[src/rtl/sync_fifo_pkg.sv]
// Shared constants and types for the sync_fifo write-side sender.
package sync_fifo_pkg;

  localparam int          SYNC_FIFO_DEPTH = 4;
  localparam logic [15:0] COAL_MAX        = 16'hFFFF;

  typedef enum logic [0:0] {
    IDLE = 1'b0,
    GAP  = 1'b1
  } sender_state_t;

  function automatic logic [15:0] sat_inc16(input logic [15:0] v);
    return (v == COAL_MAX) ? v : v + 16'd1;
  endfunction

endpackage

[src/rtl/sync_fifo_sender_if.sv]
// Status-bus / FIFO-write bundle between a status source and the sender.
interface sync_fifo_sender_if #(
  parameter int WIDTH = 2
);
  logic [WIDTH-1:0] data_in;
  logic             force_send;
  logic             write_en;
  logic [WIDTH-1:0] data_out;
  logic             busy;
  logic [15:0]      coalesce_count;

  // master: the sender, which owns the FIFO write strobe
  modport master (
    input  data_in, force_send,
    output write_en, data_out, busy, coalesce_count
  );

  modport slave (
    output data_in, force_send,
    input  write_en, data_out, busy, coalesce_count
  );
endinterface

[src/rtl/sync_fifo_credit.sv]
// Credit pacing: one credit returns every REFILL_CYCLES clocks, capped at DEPTH.
module sync_fifo_credit
  import sync_fifo_pkg::*;
#(
  parameter int DEPTH         = SYNC_FIFO_DEPTH,
  parameter int REFILL_CYCLES = 16
) (
  input  logic clk,
  input  logic reset_n,
  input  logic take,
  output logic avail
);

  localparam int CW = $clog2(DEPTH + 1);
  localparam int RW = (REFILL_CYCLES > 1) ? $clog2(REFILL_CYCLES) : 1;

  logic [RW-1:0] refill_q, refill_d;
  logic [CW-1:0] credits_q, credits_d;
  logic          wrap;

  always_comb begin
    wrap      = (refill_q == RW'(REFILL_CYCLES - 1));
    refill_d  = wrap ? '0 : refill_q + RW'(1);
    credits_d = credits_q;
    // take and refill on the same edge cancel out
    if (wrap && !take && (credits_q != CW'(DEPTH)))
      credits_d = credits_q + CW'(1);
    else if (take && !wrap)
      credits_d = credits_q - CW'(1);
  end

  assign avail = (credits_q != '0);

  always_ff @(posedge clk or negedge reset_n) begin
    if (!reset_n) begin
      refill_q  <= '0;
      credits_q <= CW'(DEPTH);
    end else begin
      refill_q  <= refill_d;
      credits_q <= credits_d;
    end
  end

endmodule

[src/rtl/sync_fifo_sender.sv]
// Change-detecting, credit-paced writer into a 4-entry sync_fifo with no full flag.
module sync_fifo_sender
  import sync_fifo_pkg::*;
#(
  parameter int WIDTH         = 2,
  parameter int DEPTH         = SYNC_FIFO_DEPTH,
  parameter int REFILL_CYCLES = 16,
  parameter int GAP_CYCLES    = 1
) (
  input logic               clk,
  input logic               reset_n,
  sync_fifo_sender_if.master bus
);

  localparam int GW = (GAP_CYCLES > 1) ? $clog2(GAP_CYCLES) : 1;

  sender_state_t    state_q, state_d;
  logic [GW-1:0]    gap_q, gap_d;
  logic [WIDTH-1:0] shadow_q, shadow_d, pval_q, pval_d, dout_q, dout_d;
  logic             pend_q, pend_d, we_q, we_d, busy_q, busy_d;
  logic [15:0]      coal_q, coal_d;
  logic             cap, send, avail;

  sync_fifo_credit #(
    .DEPTH         (DEPTH),
    .REFILL_CYCLES (REFILL_CYCLES)
  ) u_credit (
    .clk     (clk),
    .reset_n (reset_n),
    .take    (send),
    .avail   (avail)
  );

  always_comb begin
    cap  = (bus.data_in != shadow_q) || bus.force_send;
    send = (state_q == IDLE) && pend_q && avail;

    shadow_d = cap ? bus.data_in : shadow_q;
    pval_d   = cap ? bus.data_in : pval_q;
    pend_d   = cap ? 1'b1 : (send ? 1'b0 : pend_q);
    // a capture landing on the send edge replaces a consumed value, not a live one
    coal_d   = (cap && pend_q && !send) ? sat_inc16(coal_q) : coal_q;

    we_d   = send;
    dout_d = send ? pval_q : dout_q;

    state_d = state_q;
    gap_d   = gap_q;
    case (state_q)
      IDLE: if (send) begin
        state_d = GAP;
        gap_d   = GW'(GAP_CYCLES - 1);
      end
      GAP: if (gap_q == '0) state_d = IDLE;
           else             gap_d   = gap_q - GW'(1);
      default: state_d = IDLE;
    endcase

    busy_d = pend_d || (state_d == GAP);
  end

  always_ff @(posedge clk or negedge reset_n) begin
    if (!reset_n) begin
      state_q  <= IDLE;
      gap_q    <= '0;
      shadow_q <= '0;
      pval_q   <= '0;
      pend_q   <= 1'b0;
      coal_q   <= '0;
      we_q     <= 1'b0;
      dout_q   <= '0;
      busy_q   <= 1'b0;
    end else begin
      state_q  <= state_d;
      gap_q    <= gap_d;
      shadow_q <= shadow_d;
      pval_q   <= pval_d;
      pend_q   <= pend_d;
      coal_q   <= coal_d;
      we_q     <= we_d;
      dout_q   <= dout_d;
      busy_q   <= busy_d;
    end
  end

  assign bus.write_en       = we_q;
  assign bus.data_out       = dout_q;
  assign bus.busy           = busy_q;
  assign bus.coalesce_count = coal_q;

endmodule
[src/flat_wrapper.sv]
// flat-port wrapper written by rule: the top's interface ports become plain ports
module sync_fifo_sender_flat import sync_fifo_pkg::*;
#(
  parameter int WIDTH         = 2,
  parameter int DEPTH         = SYNC_FIFO_DEPTH,
  parameter int REFILL_CYCLES = 16,
  parameter int GAP_CYCLES    = 1
)
  (clk, reset_n, bus_data_in, bus_force_send, bus_write_en, bus_data_out, bus_busy, bus_coalesce_count);
  sync_fifo_sender_if #(.WIDTH(WIDTH)) bus_i ();
  input logic clk;
  input logic reset_n;
  input wire logic [$bits(bus_i.data_in)-1:0] bus_data_in;
  input wire logic [$bits(bus_i.force_send)-1:0] bus_force_send;
  output wire logic [$bits(bus_i.write_en)-1:0] bus_write_en;
  output wire logic [$bits(bus_i.data_out)-1:0] bus_data_out;
  output wire logic [$bits(bus_i.busy)-1:0] bus_busy;
  output wire logic [$bits(bus_i.coalesce_count)-1:0] bus_coalesce_count;
  assign bus_i.data_in = bus_data_in;
  assign bus_i.force_send = bus_force_send;
  assign bus_write_en = bus_i.write_en;
  assign bus_data_out = bus_i.data_out;
  assign bus_busy = bus_i.busy;
  assign bus_coalesce_count = bus_i.coalesce_count;
  sync_fifo_sender #(.WIDTH(WIDTH), .DEPTH(DEPTH), .REFILL_CYCLES(REFILL_CYCLES), .GAP_CYCLES(GAP_CYCLES)) u_core (.clk(clk), .reset_n(reset_n), .bus(bus_i));
endmodule
[config.mk]
export PLATFORM = sky130hd
export DESIGN_NAME = sync_fifo_sender_flat
export DESIGN_NICKNAME = d
export VERILOG_FILES = /design/src/rtl/sync_fifo_pkg.sv /design/src/rtl/sync_fifo_sender_if.sv /design/src/rtl/sync_fifo_credit.sv /design/src/rtl/sync_fifo_sender.sv /design/src/flat_wrapper.sv
export SDC_FILE = /design/constraint.sdc
export NUM_CORES = 1
export LEC_CHECK = 0
export BUFFER_PORTS_ARGS = -buffer_cell sky130_fd_sc_hd__buf_2
export CORE_MARGIN = 8
export CORE_UTILIZATION = 49
export DETAILED_ROUTE_END_ITERATION = 10
export GPL_TIMING_DRIVEN = 0
export PLACE_DENSITY_LB_ADDON = 0.25
export SYNTH_ARGS = -nofsm -noshare
export SYNTH_HDL_FRONTEND = slang
export SYNTH_SLANG_ARGS = --single-unit
[constraint.sdc]
create_clock -name clk -period 2.2 [get_ports clk]
set_clock_uncertainty 0.1 [all_clocks]
set_input_delay 0.11 -clock clk [delete_from_list [all_inputs] [get_ports clk]]
set_output_delay 0.11 -clock clk [all_outputs]
set_load 0.05 [all_outputs]
== Word-level counts from Yosys, hierarchy flattened ==
Cells that the tools add are included.
Widths: inputs -> output; s select.

* Register bits: 32
* Input port bits: 5
* Output and inout bits: 20
* Word-level logic and storage cells: 47

* Add/sub/neg operators: 5
* Eq/ne operators: 5
* Mux-type cells: 11
* Bitwise logic cells: 2
* Reduce and logical (&&, ||, !) cells: 14

{| class="wikitable"
|+ Operators by type and width
! operator !! count
|-
| $add 16x1->16 const B || 1
|-
| $eq 16x16->1 const B || 1
|-
| $logic_and 1x1->1 || 7
|-
| $mux 1 || 6
|-
| $mux 3 || 2
|-
| $add 4x1->4 const B || 1
|-
| $eq 4x4->1 const B || 1
|-
| $mux 4 || 1
|-
| $pmux 1 s2 || 2
|-
| $add 3x1->3 const B || 1
|-
| $ne 3x3->1 const B || 1
|-
| $reduce_bool 3->1 || 1
|-
| $sub 3x1->3 const B || 1
|-
| $logic_not 1->1 || 2
|-
| $logic_or 1x1->1 || 2
|-
| $ne 2x2->1 || 1
|-
| $ne 2x2->1 const B || 1
|-
| $not 1->1 || 2
|-
| $reduce_and 2->1 || 1
|-
| $reduce_bool 2->1 || 1
|-
| $sub 1x1->1 const B || 1
|}

== Longest topological paths before layout ==
Gate-level depths: netlist (run 1).

* Word-level depth: 7
* Mapped depth: 8
* Gate-level depth less buffers: 8

== By module ==
A second synthesis (run 1) with hierarchy kept.

* Cells, all modules: 140
* Area total of the unflattened synthesis: 1,496.4 um^2

{| class="wikitable"
|+ By module, submodules not included
! module !! instances !! cells an instance !! area each (um^2) !! sequential area each (um^2)
|-
| sync_fifo_sender || 1 || 96 || 1,084.8 || 600.6
|-
| sync_fifo_credit || 1 || 44 || 411.6 || 176.4
|}

== Least setup slack after synthesis (run 1) ==
No wires, ideal clock.

* Kind: reg2reg
* Start: reg u_core.u_credit.credits_q[1]
* End: reg u_core.u_credit.credits_q[1]
* Setup time: 0.126 ns
* Arrival time: 2.061 ns
* Data required time: 1.974 ns
* Path slack: -0.087 ns
* Cell stages (with the launch flop): 9
* Buffers on the path: 0
* Period minus slack after synthesis: 2.287 ns
* Cells stage by stage: dfrtp_1 -> nor3_4 -> nor3b_2 -> nand2b_1 -> a21o_1 -> fa_1 -> o21ai_0 -> o21ai_1 -> a221o_1

* Word-level cells in the longest chain between the ends: 6
* Elaborated cells between the ends (all ways): 12
* Those cells by class: add/sub: 2; eq/ne: 1; mux: 2; reduce/logical: 7

{| class="wikitable"
|+ Ends and longest elaborated chain
! what !! line !! RTL
|-
| start: declaration || sync_fifo_credit.sv:18 || <nowiki>logic [CW-1:0] credits_q, credits_d;</nowiki>
|-
| start signal: assignment || sync_fifo_credit.sv:37 || <nowiki>credits_q <= CW'(DEPTH);</nowiki>
|-
| start signal: assignment || sync_fifo_credit.sv:40 || <nowiki>credits_q <= credits_d;</nowiki>
|-
| branches (longest 5 deep; another with $sub 3x1->3) || - ||
|-
| $mux 3 (*) || sync_fifo_credit.sv:26 || <nowiki>if (wrap && !take && (credits_q != CW'(DEPTH)))</nowiki>
|-
| via u_core.u_credit.credits_d[1] || sync_fifo_credit.sv:18 ||
|}

Mark *: on every way through the listed nets, which the timed path passes. The select of a mux whose other input is x is not followed.
A chain may end at the register's enable or synchronous reset.

== Worst setup path in the final report (run 1) ==
* Start: reg u_core.u_credit.credits_q[2]
* End: reg u_core.u_credit.credits_q[1]

* Word-level cells in the longest chain between the ends: 6
* Elaborated cells between the ends (all ways): 9
* Those cells by class: eq/ne: 1; mux: 1; reduce/logical: 7

{| class="wikitable"
|+ Ends and longest elaborated chain
! what !! line !! RTL
|-
| $reduce_bool 3->1 || sync_fifo_credit.sv:32 || <nowiki>assign avail = (credits_q != '0);</nowiki>
|-
| $logic_and 1x1->1 || sync_fifo_sender.sv:36 || <nowiki>send = (state_q == IDLE) && pend_q && avail;</nowiki>
|-
| $logic_not 1->1 || sync_fifo_credit.sv:26 ||
|-
| $logic_and 1x1->1 || sync_fifo_credit.sv:26 ||
|-
| $logic_and 1x1->1 (*) || sync_fifo_credit.sv:26 ||
|-
| $mux 3 (*) || sync_fifo_credit.sv:26 ||
|-
| via u_core.u_credit.credits_d[1] || sync_fifo_credit.sv:18 ||
|}

The timed path passes the listed nets; every way through them passes the cells marked *.

==> results of run 1 <==
[power by group]
group | internal, uW | leakage [uW] | total [uW] | switching [uW]
registers | 644 | 0.000380 | 730 | 85.6
logic | 160 | 0.000385 | 540 | 380
clock network | 127 | 0.0000265 | 307 | 180
[sequential cells by signal (all words and copies together) (netlist names)]
signal                     flops
u_core.bus.coalesce_count     16
u_core.bus.data_out            2
u_core.u_credit.refill_q       4
u_core.u_credit.credits_q      3
u_core.state_q                 1
u_core.bus.busy                1
u_core.bus.write_en            1
u_core.pend_q                  1
u_core.shadow_q                2
[Yosys cell counts (3+ instances only)]
master	count	area, um^2
a21oi_1	3	15.0
and3_1	5	31.3
dfrtp_1	30	751
nand2_1	12	45.0
nand3_1	11	55.1
nand4_1	7	43.8
nor2_1	7	26.3
nor3_4	4	65.1
o21ai_0	5	25.0
xnor2_1	13	114
xor2_1	5	43.8
[path summary, 6_finish.rpt]
kind	from	endpoint	slack (ns)	depth (start not counted)
setup / recovery	u_core.u_credit.credits_q[2]$_DFFE_PN1P_	u_core.u_credit.credits_q[1]$_DFFE_PN0P_	-0.02	8
hold / removal	reset_n	u_core.bus.coalesce_count[12]$_DFFE_PN0P_	0.24	2
setup reg to reg	u_core.u_credit.credits_q[2]$_DFFE_PN1P_	u_core.u_credit.credits_q[1]$_DFFE_PN0P_	-0.02	8
hold reg to reg	u_core.bus.coalesce_count[15]$_DFFE_PN0P_	u_core.bus.coalesce_count[15]$_DFFE_PN0P_	0.40	1
max in group asynchronous	reset_n	u_core.u_credit.credits_q[1]$_DFFE_PN0P_	1.27	2
min in group clk	u_core.bus.coalesce_count[15]$_DFFE_PN0P_	u_core.bus.coalesce_count[15]$_DFFE_PN0P_	0.40	1
[cell families (layout without fill, tap and decap cells)]
group	count (synthesis)	count (layout)	synth area share
buffers and inverters	5	48	0.0151
xor gates and xnor gates	18	18	0.106
and+or+nand+nor	55	55	0.228
muxes	3	3	0.0252
DFF	31	31	0.522
AOI/OAI and AO/OA	16	16	0.0732
adders and majority gates	3	3	0.0303
[area by class of cell]
type | instances | area share
buffer | 3 | 0.00826
timing repair buffer | 35 | 0.117
inverter | 2 | 0.00413
clock buffer | 8 | 0.0268
tap | 33 | 0.0227
multi-input combinational | 95 | 0.392
sequential | 31 | 0.429
[critical path: cells and delay by family, from the launching register on]
family,cells,cell delay (ns)
AO/OA/AOI/OAI,4,0.57
adder cells (fa/ha/maj),1,0.45
AND/OR/NAND/NOR,3,0.43
flip-flops,1,0.57
[layer usage]
| layer | share of wire | wire length, um | global-route usage | vias to the layer above |
|---|---|---|---|---|
| met5 | 0 | 0 | 0 | - |
| met4 | 0.020 | 58 | 0.0693 | 0 |
| met3 | 0.043 | 124 | 0.0438 | 7 |
| met2 | 0.48 | 1380 | 0.195 | 20 |
| met1 | 0.46 | 1300 | 0.148 | 511 |
| li1 | - | - | - | 545 |
[stage by stage]
step | power [uW] | hold WS, ns | std cells | util
after CTS | 1600 | 0.268 | 206 | 0.605
after detailed placement | 1280 | 0.0867 | 188 | 0.557
after global placement | 1270 | 0.0854 | 188 | 0.557
final | 1580 | 0.244 | 207 | 0.611
after global routing | 1660 | 0.329 | 207 | 0.611
after floorplan | 1150 | -0.286 | 131 | -
[what timing repair did]
action / 4_1_cts / 5_1_grt
pin swaps: 4 / 2
endpoints found under the setup margin: 1 / 1
buffers inserted: 6 / 1
gates cloned: 0 / 0
endpoints found under the hold margin: 34 / 0
hold buffers: 4 / 0
resized for setup: 4 / 1
==> metrics.txt, run 1 <==
Post-synth EDFFs 0; die width a little over 70 um; RePlAce Congestion 0.758; syn_nets 139; storage element area 779 um^2; Avg Cell Area, Syn 11.4 um^2; HP Class input pin to async pin; worst path required time between 2 and 2.5 ns; Seq cells post-synth 31; clk buf depth 2; Cell Area, Synth 1490 um^2; actual slew at the worst max-slew pin between 0.6 and 0.7 ns; Area growth syn-to-layout 22.2%; post-detailed-placement cell area 1660 um^2; # fillers 258; Final Hold Viols 0; total gr overflow 0; peak supply drop 0.902 mV; root buf cell clkbuf_4; vias per inst 5.23; failing checks negative setup slack; Max Fclk about 0.45 GHz; DP Worst Slack -0.147 ns; WL/cell 13.8 um; crit share post-route 1.01; n_diodes 0; num rows 20; status finished, violations left; Final Cell Area 1820 um^2; Die Ht 71.1 um; Ports 25; Pleak between 0.0007 and 0.0008 uW; commonest non-fill, non-tap cells in the layout dfrtp_1 (28), buf_2 (24), xnor2_1 (13); Max-Cap Viols 0; DIE AREA around 5100 um^2; post-route ant nets 0; most common cell after layout, fill and taps aside dfrtp_1; Post-route DRC 0; Power Density 867 nW/um^2; Worst EP arrival 2.33 ns; clock latency on the worst-skew pair 0.33 ns; dominant synthesized flop cell dfrtp_1; synth warn 0; Initial DRT Pass Iterations 4; crit start category register; crit path cell chain nor3_4 > nor3b_2 > nand2b_4 > a21o_1 > fa_1 > o21ai_1 > o21ai_1 > a221o_1; Synth async-reset ratio 1.00; Seq/Total Area, Yosys 0.522; CTS tree done; Worst Slack Setup Final -0.0224 ns; via count 1083; TNS Setup -0.0224 ns; critical path's largest stage delay 0.57 ns; Num CTS Buffers 5; routed wire length 2.87 mm; unrepaired setup endpoints after global routing true; core area 2980 um^2; post-layout min period roughly 2.2 ns; area of the multi-input gates ~700 um^2; vias in the first global route around 1100; H-tree depth 2; initial DRC count 62; initial core utilization 0.500; crit path kind register to register; largest net degree at the start of global routing 32; total track usage 0.125; Worst setup EP type register; # clock sinks 31; Worst-path clk slew 0.09 ns; CP max FO 3; post-detail-place hpwl 2.02 mm; global-route wire length before repair 5.02 mm; antenna violations before repair 0; Slew HR 0.552; Synth Instances 131; layout cell share with drive strength beyond 1 0.310; Pins Over Slew Limit 0; Finish-stage setup viols 1; I/O Buffers 24; nets between 150 and 200; Unique masters post-synth 34; slowest CP cell dfstp_2; critical path's most frequent cell o21ai_1
No activity file was read; power rests on OpenSTA's default activity.
==> run 2, diff against run 1 <==
--- a/config.mk
+++ b/config.mk
@@ -13,4 +13,5 @@
 export PLACE_DENSITY_LB_ADDON = 0.25
 export SYNTH_ARGS = -nofsm -noshare
 export SYNTH_HDL_FRONTEND = slang
+export SYNTH_HIERARCHICAL = 1
 export SYNTH_SLANG_ARGS = --single-unit
==> run 2 against run 1 <==
Effect of this change: the run now ends clean; routed wire length up 7.7%; final cell count rose by 2.4%; maximum frequency increased by 4.0%; synthesized cell count up 6.9%; die area rose by 0.45%; largest cell class unchanged; highest routed layer unchanged.
==> metrics.txt, run 2 <==
slowest CP cell dfstp_2; Post-route DRC 0; crit path cell chain clkbuf_8 > or3_4 > and3_4 > inv_6 > nand2_2 > fa_2 > o2111ai_1 > o21ai_1 > a211oi_1; # clock sinks 31; num rows 20; antenna violations before repair 0; Worst-path clk slew roughly 0.090 ns; critical path's largest stage delay between 0.3 and 0.4 ns; Num CTS Buffers 5; CTS tree done; Hold Path Depth 4; Worst EP arrival around 2.3 ns; n_diodes 0; reg-to-reg slack, setup 0.06 ns; Hold EP u_core/pend_q$_DFF_PN0_; Final Hold Viols 0; nets 186; Initial DRT Pass Iterations 4; Synth Instances 140; peak supply drop about 1.4 mV; vias per inst 5.40; Worst setup EP type register; Hold WS 0.159 ns; crit share post-route 0.971; Seq cells post-synth 31; clk buf depth 2; CP delay by family, top simple AND/OR/NAND/NOR gates; max reg flops 16; Max-Cap Viols 0; Worst Slack Setup Final about 0.064 ns; global-route wire length before repair 5.41 mm; WL/cell 14.6 um; Pins Over Slew Limit 0; Seq/Total Area, Yosys 0.519; synth warn 6; storage element area 781 um^2; HP Start bus_force_send; DP Worst Slack -0.140 ns; Finish-stage setup viols 0; Unique masters post-synth 39; via count 1145; Cell Area, Synth 1500 um^2; dominant synthesized flop cell dfrtp_1; I/O Buffers 24; DIE AREA 5080 um^2; core area 2980 um^2; ranking of synthesized cells by area dfrtp_1 (50%), xor2_1 (7.6%), nor2_1 (3.3%); status finished clean; worst path required time 2.34 ns; initial core utilization 0.503; vias in the first global route 1229; die width ~71 um; total track usage 0.132; Ports 25; CP max FO 9; Synth async-reset ratio 1.00; actual slew at the worst max-slew pin 0.664 ns; post-route ant nets 0; Avg Cell Area, Syn 10.7 um^2; routed wire length 3.09 mm; Critical R2R Capture u_core/u_credit/credits_q[2]$_DFFE_PN1P_; count leader, synth dfrtp_1; post-layout min period 2.14 ns; Area growth syn-to-layout 22.9%; post-synth top area share 0.502; # fillers 246; commonest non-fill, non-tap cells in the layout dfrtp_1 (27), buf_2 (25), xor2_1 (13), nor2_1 (13), nand2_1 (8); layout cell share with drive strength beyond 1 0.341; Pleak 0.000879 uW; crit path kind register to register; most frequent cells after synthesis dfrtp_1 (30), nor2_1 (13), xor2_1 (13); Post-synth EDFFs 0; Power Density 946 nW/um^2; Final Cell Area 1840 um^2; clock latency on the worst-skew pair 0.32 ns; reg2reg path depth 9; largest net degree at the start of global routing 32; area of the multi-input gates 696 um^2; Synth area leader dfrtp_1; most common cell after layout, fill and taps aside dfrtp_1; initial DRC count 55; total gr overflow 0; unrepaired setup endpoints after global routing true; syn_nets 148; HP Class input pin to register; H-tree depth 2; post-detail-place hpwl 2.15 mm; Buf/Inv on CP 2; Max Fclk 0.468 GHz; post-detailed-placement cell area about 1700 um^2; root buf cell clkbuf_4; Slew HR 0.557; Reg-to-Reg Start u_core/u_credit/credits_q[2]$_DFFE_PN1P_; RePlAce Congestion 0.819; crit start category register; Die Ht approximately 70 um
[run 2: cell count changes after synthesis, sizes merged, moves of 3 or more]
cell / change
xnor2: -10
xor2: +8
nor2: +6
nand3: -5
inv: +4
nor4: +4
a211oi: +3
nand2: -3
[run 2: stage by stage]
stage	total power, uW	utilization	cells	TNS, ns
floorplan	1210	-	140	0
global placement	1350	0.569	197	-0.286
detailed placement	1370	0.569	197	-0.480
CTS	1750	0.608	210	0
global route	1830	0.618	212	-0.00847
finish	1740	0.618	212	0
[run 2: worst max-delay path by stage]
stage	start	depth (start not counted)	end	slack [ns]
after floorplan	u_core/u_credit/credits_q[2]$_DFFE_PN1P_	10	u_core/u_credit/credits_q[2]$_DFFE_PN1P_	0.002
after global placement	u_core/u_credit/credits_q[2]$_DFFE_PN1P_	10	u_core/u_credit/credits_q[2]$_DFFE_PN1P_	-0.09
after detailed placement	u_core/u_credit/credits_q[2]$_DFFE_PN1P_	6	u_core/bus.coalesce_count[15]$_DFFE_PN0P_	-0.14
after CTS	u_core/u_credit/credits_q[2]$_DFFE_PN1P_	9	u_core/u_credit/credits_q[2]$_DFFE_PN1P_	0.04
after global routing	u_core/u_credit/credits_q[2]$_DFFE_PN1P_	9	u_core/u_credit/credits_q[2]$_DFFE_PN1P_	-0.008
final	u_core/u_credit/credits_q[2]$_DFFE_PN1P_	9	u_core/u_credit/credits_q[2]$_DFFE_PN1P_	0.06
[run 2: worst min-delay path, cell delays in order]
cell	delay, ns
buf_2	0.07
or3_1	0.09
buf_2	0.16
or2_2	0.12
[run 2: cell families (layout without fill, tap and decap cells)]
| family | after synthesis | after routing | share of synthesized area |
|---|---|---|---|
| mux | 4 | 4 | 0.0326 |
| flops | 31 | 31 | 0.519 |
| simple gates | 55 | 55 | 0.208 |
| buf+inv | 12 | 51 | 0.0376 |
| compound gates | 19 | 19 | 0.0786 |
| fa+ha+maj | 3 | 3 | 0.0301 |
| xor+xnor | 16 | 16 | 0.0936 |
[run 2: repair_timing]
item                       CTS  global route
resized for setup            4             3
buffers inserted             3             2
hold buffers                 3             0
pin swaps                    3             1
setup endpoints to repair    7             5
hold endpoints to repair    32             0
[run 2: cell type report]
cell class	count	share of cell area
multi-input combinational	97	0.378
sequential	31	0.424
timing repair buffer	32	0.102
clock buffer	8	0.0374
tap	33	0.0224
buffer	5	0.0204
inverter	6	0.0150
[run 2: metal layers]
| metal | share of wire | GRT usage |
|---|---|---|
| met1 | 0.45 | 0.150 |
| met4 | 0.014 | 0.0600 |
| met5 | 0 | 0 |
| met2 | 0.50 | 0.223 |
| met3 | 0.028 | 0.0391 |
[run 2: power by group]
| group | switching (uW) | internal (uW) | total [uW] | leakage (uW) |
|---|---|---|---|---|
| logic | 442 | 172 | 614 | 0.000465 |
| registers | 95.2 | 653 | 748 | 0.000376 |
| clock network | 191 | 188 | 379 | 0.0000386 |
==> run 3, diff against run 2 <==
--- a/config.mk
+++ b/config.mk
@@ -9,7 +9,6 @@
 export CORE_MARGIN = 8
 export CORE_UTILIZATION = 49
 export DETAILED_ROUTE_END_ITERATION = 10
-export GPL_TIMING_DRIVEN = 0
 export PLACE_DENSITY_LB_ADDON = 0.25
 export SYNTH_ARGS = -nofsm -noshare
 export SYNTH_HDL_FRONTEND = slang
==> run 3 against run 2 <==
Effect of this change: register-to-register slack better by 0.06 ns; clock power down 19%; via count up 1.3%; maximum frequency up 2.7%; sequential share of layout area up 1.5 points; combinational power up 1%; power down 3.7%; first-iteration DRC count down 7.3%; global-route usage down 0.081 points; core utilization down 2.3 points; design area down 3.7%; hold slack better by 0.014 ns.
==> metrics.txt, run 3 (synthesized netlist as in run 2, its figures left out) <==
initial DRC count 51; Power Density 946 nW/um^2; initial core utilization 0.503; slowest CP cell dfstp_2; status finished clean; Worst-path clk slew 0.08 ns; unrepaired setup endpoints after global routing false; actual slew at the worst max-slew pin around 0.7 ns; critical path's largest stage delay 0.40 ns; Max Fclk approximately 0.48 GHz; num rows 20; n_diodes 0; total gr overflow 0; total track usage 0.132; Ports 25; crit start category register; post-layout min period 2.08 ns; largest net degree at the start of global routing 32; Finish-stage setup viols 0; PnR Total Power 1680 uW; # clock sinks 31; via count between 1000 and 1500; routed wire length 3.08 mm; # fillers 282; worst path required time 2.34 ns; Pins Over Slew Limit 0; clock latency on the worst-skew pair about 0.33 ns; CP delay by family, top simple AND/OR/NAND/NOR gates; Final Hold Viols 0; antenna violations before repair 0; crit path cell chain or3_4 > and3_4 > inv_4 > nand2_2 > fa_2 > o2111ai_1 > o21ai_1 > a211oi_2; most common cell after layout, fill and taps aside dfrtp_1; global-route wire length before repair 5.33 mm; root buf cell clkbuf_4; crit share post-route 0.945; post-route ant nets 0; Worst setup EP type register; Post-route DRC 0; nets 181; vias per inst roughly 5.6; TNS Setup 0 ns; I/O Buffers 24; H-tree depth 2; Max-Cap Viols 0; layout cell share with drive strength beyond 1 0.310; vias in the first global route 1235; core area 2980 um^2; die width 71.3 um; CTS tree done; Pleak 0.000844 uW; HP Class input pin to register; Num CTS Buffers 5; RePlAce Congestion 0.811; Cell Count Post-Placement slightly below 200; WL/cell approximately 15 um; crit path kind register to register; Buf/Inv on CP 1; DIE AREA 5080 um^2; Initial DRT Pass Iterations 4; Die Ht 71.3 um; peak supply drop 1.00 mV; Slew HR 0.544; CP max FO 11; commonest non-fill, non-tap cells in the layout dfrtp_1 (29), buf_2 (24), xor2_1 (13), nor2_1 (13), nand2_1 (8); Worst EP arrival 2.22 ns; fin cells 207; Area growth syn-to-layout 18.4%; max reg flops 16; post-detail-place hpwl about 2.2 mm; clk buf depth 2
==> run 3: power breakdown <==
group / internal [uW] / switching (uW)
combinational: 180 / 444
clock: 127 / 180
sequential: 653 / 93.0
total: 960 / 717
==> run 3: routing by layer <==
layer  up-vias  wire length, um  track usage
li1        552                -            -
met1       571             1370        0.145
met2        28             1550        0.216
met3         9               75       0.0335
met4         0               85       0.0924
met5         -                0            0
==> run 3: cell type report <==
type,count,area (um^2),share of cell area
clock buffer,8,48.8,0.0275
tap,33,41.3,0.0233
sequential,31,778,0.439
multi-input combinational,97,691,0.390
inverter,6,25.0,0.0141
timing repair buffer,32,188,0.106
==> run 3: tightest hold or removal path, stage by stage <==
cell   delay (ns)
buf_2        0.08
or3_1        0.23
or2_2        0.15
==> run 3: path summary, 6_finish.rpt <==
| check | from | to | slack (ns) | depth (start not counted) |
|---|---|---|---|---|
| worst max register to register | u_core/u_credit/credits_q[2]$_DFFE_PN1P_ | u_core/u_credit/credits_q[2]$_DFFE_PN1P_ | 0.12 | 8 |
| max in group asynchronous | reset_n | u_core/bus.coalesce_count[12]$_DFFE_PN0P_ | 1.27 | 2 |
| min in group asynchronous | reset_n | u_core/bus.coalesce_count[4]$_DFFE_PN0P_ | 0.25 | 2 |
| worst max-delay path | u_core/u_credit/credits_q[2]$_DFFE_PN1P_ | u_core/u_credit/credits_q[2]$_DFFE_PN1P_ | 0.12 | 8 |
| worst min-delay path | bus_force_send | u_core/pend_q$_DFF_PN0_ | 0.17 | 3 |
| worst min register to register | u_core/u_credit/refill_q[0]$_DFF_PN0_ | u_core/u_credit/refill_q[0]$_DFF_PN0_ | 0.40 | 1 |
==> run 3: timing repair <==
action,in CTS,in global routing
hold endpoints to repair,32,0
endpoints found under the setup margin,0,3
hold buffers,3,0
setup buffers,0,1
resized for setup,0,2
==> run 3: stage by stage <==
stage | cell area, um^2 | setup WS (ns) | hold slack, ns | util
2_1_floorplan | 1530 | 0.00243 | -0.286 | -
3_3_place_gp | 1670 | 0.163 | 0.0793 | 0.562
3_5_place_dp | 1670 | 0.0666 | 0.0872 | 0.562
4_1_cts | 1750 | 0.0441 | 0.162 | 0.588
5_1_grt | 1770 | 0.0100 | 0.195 | 0.595
6_report | 1770 | 0.120 | 0.173 | 0.595
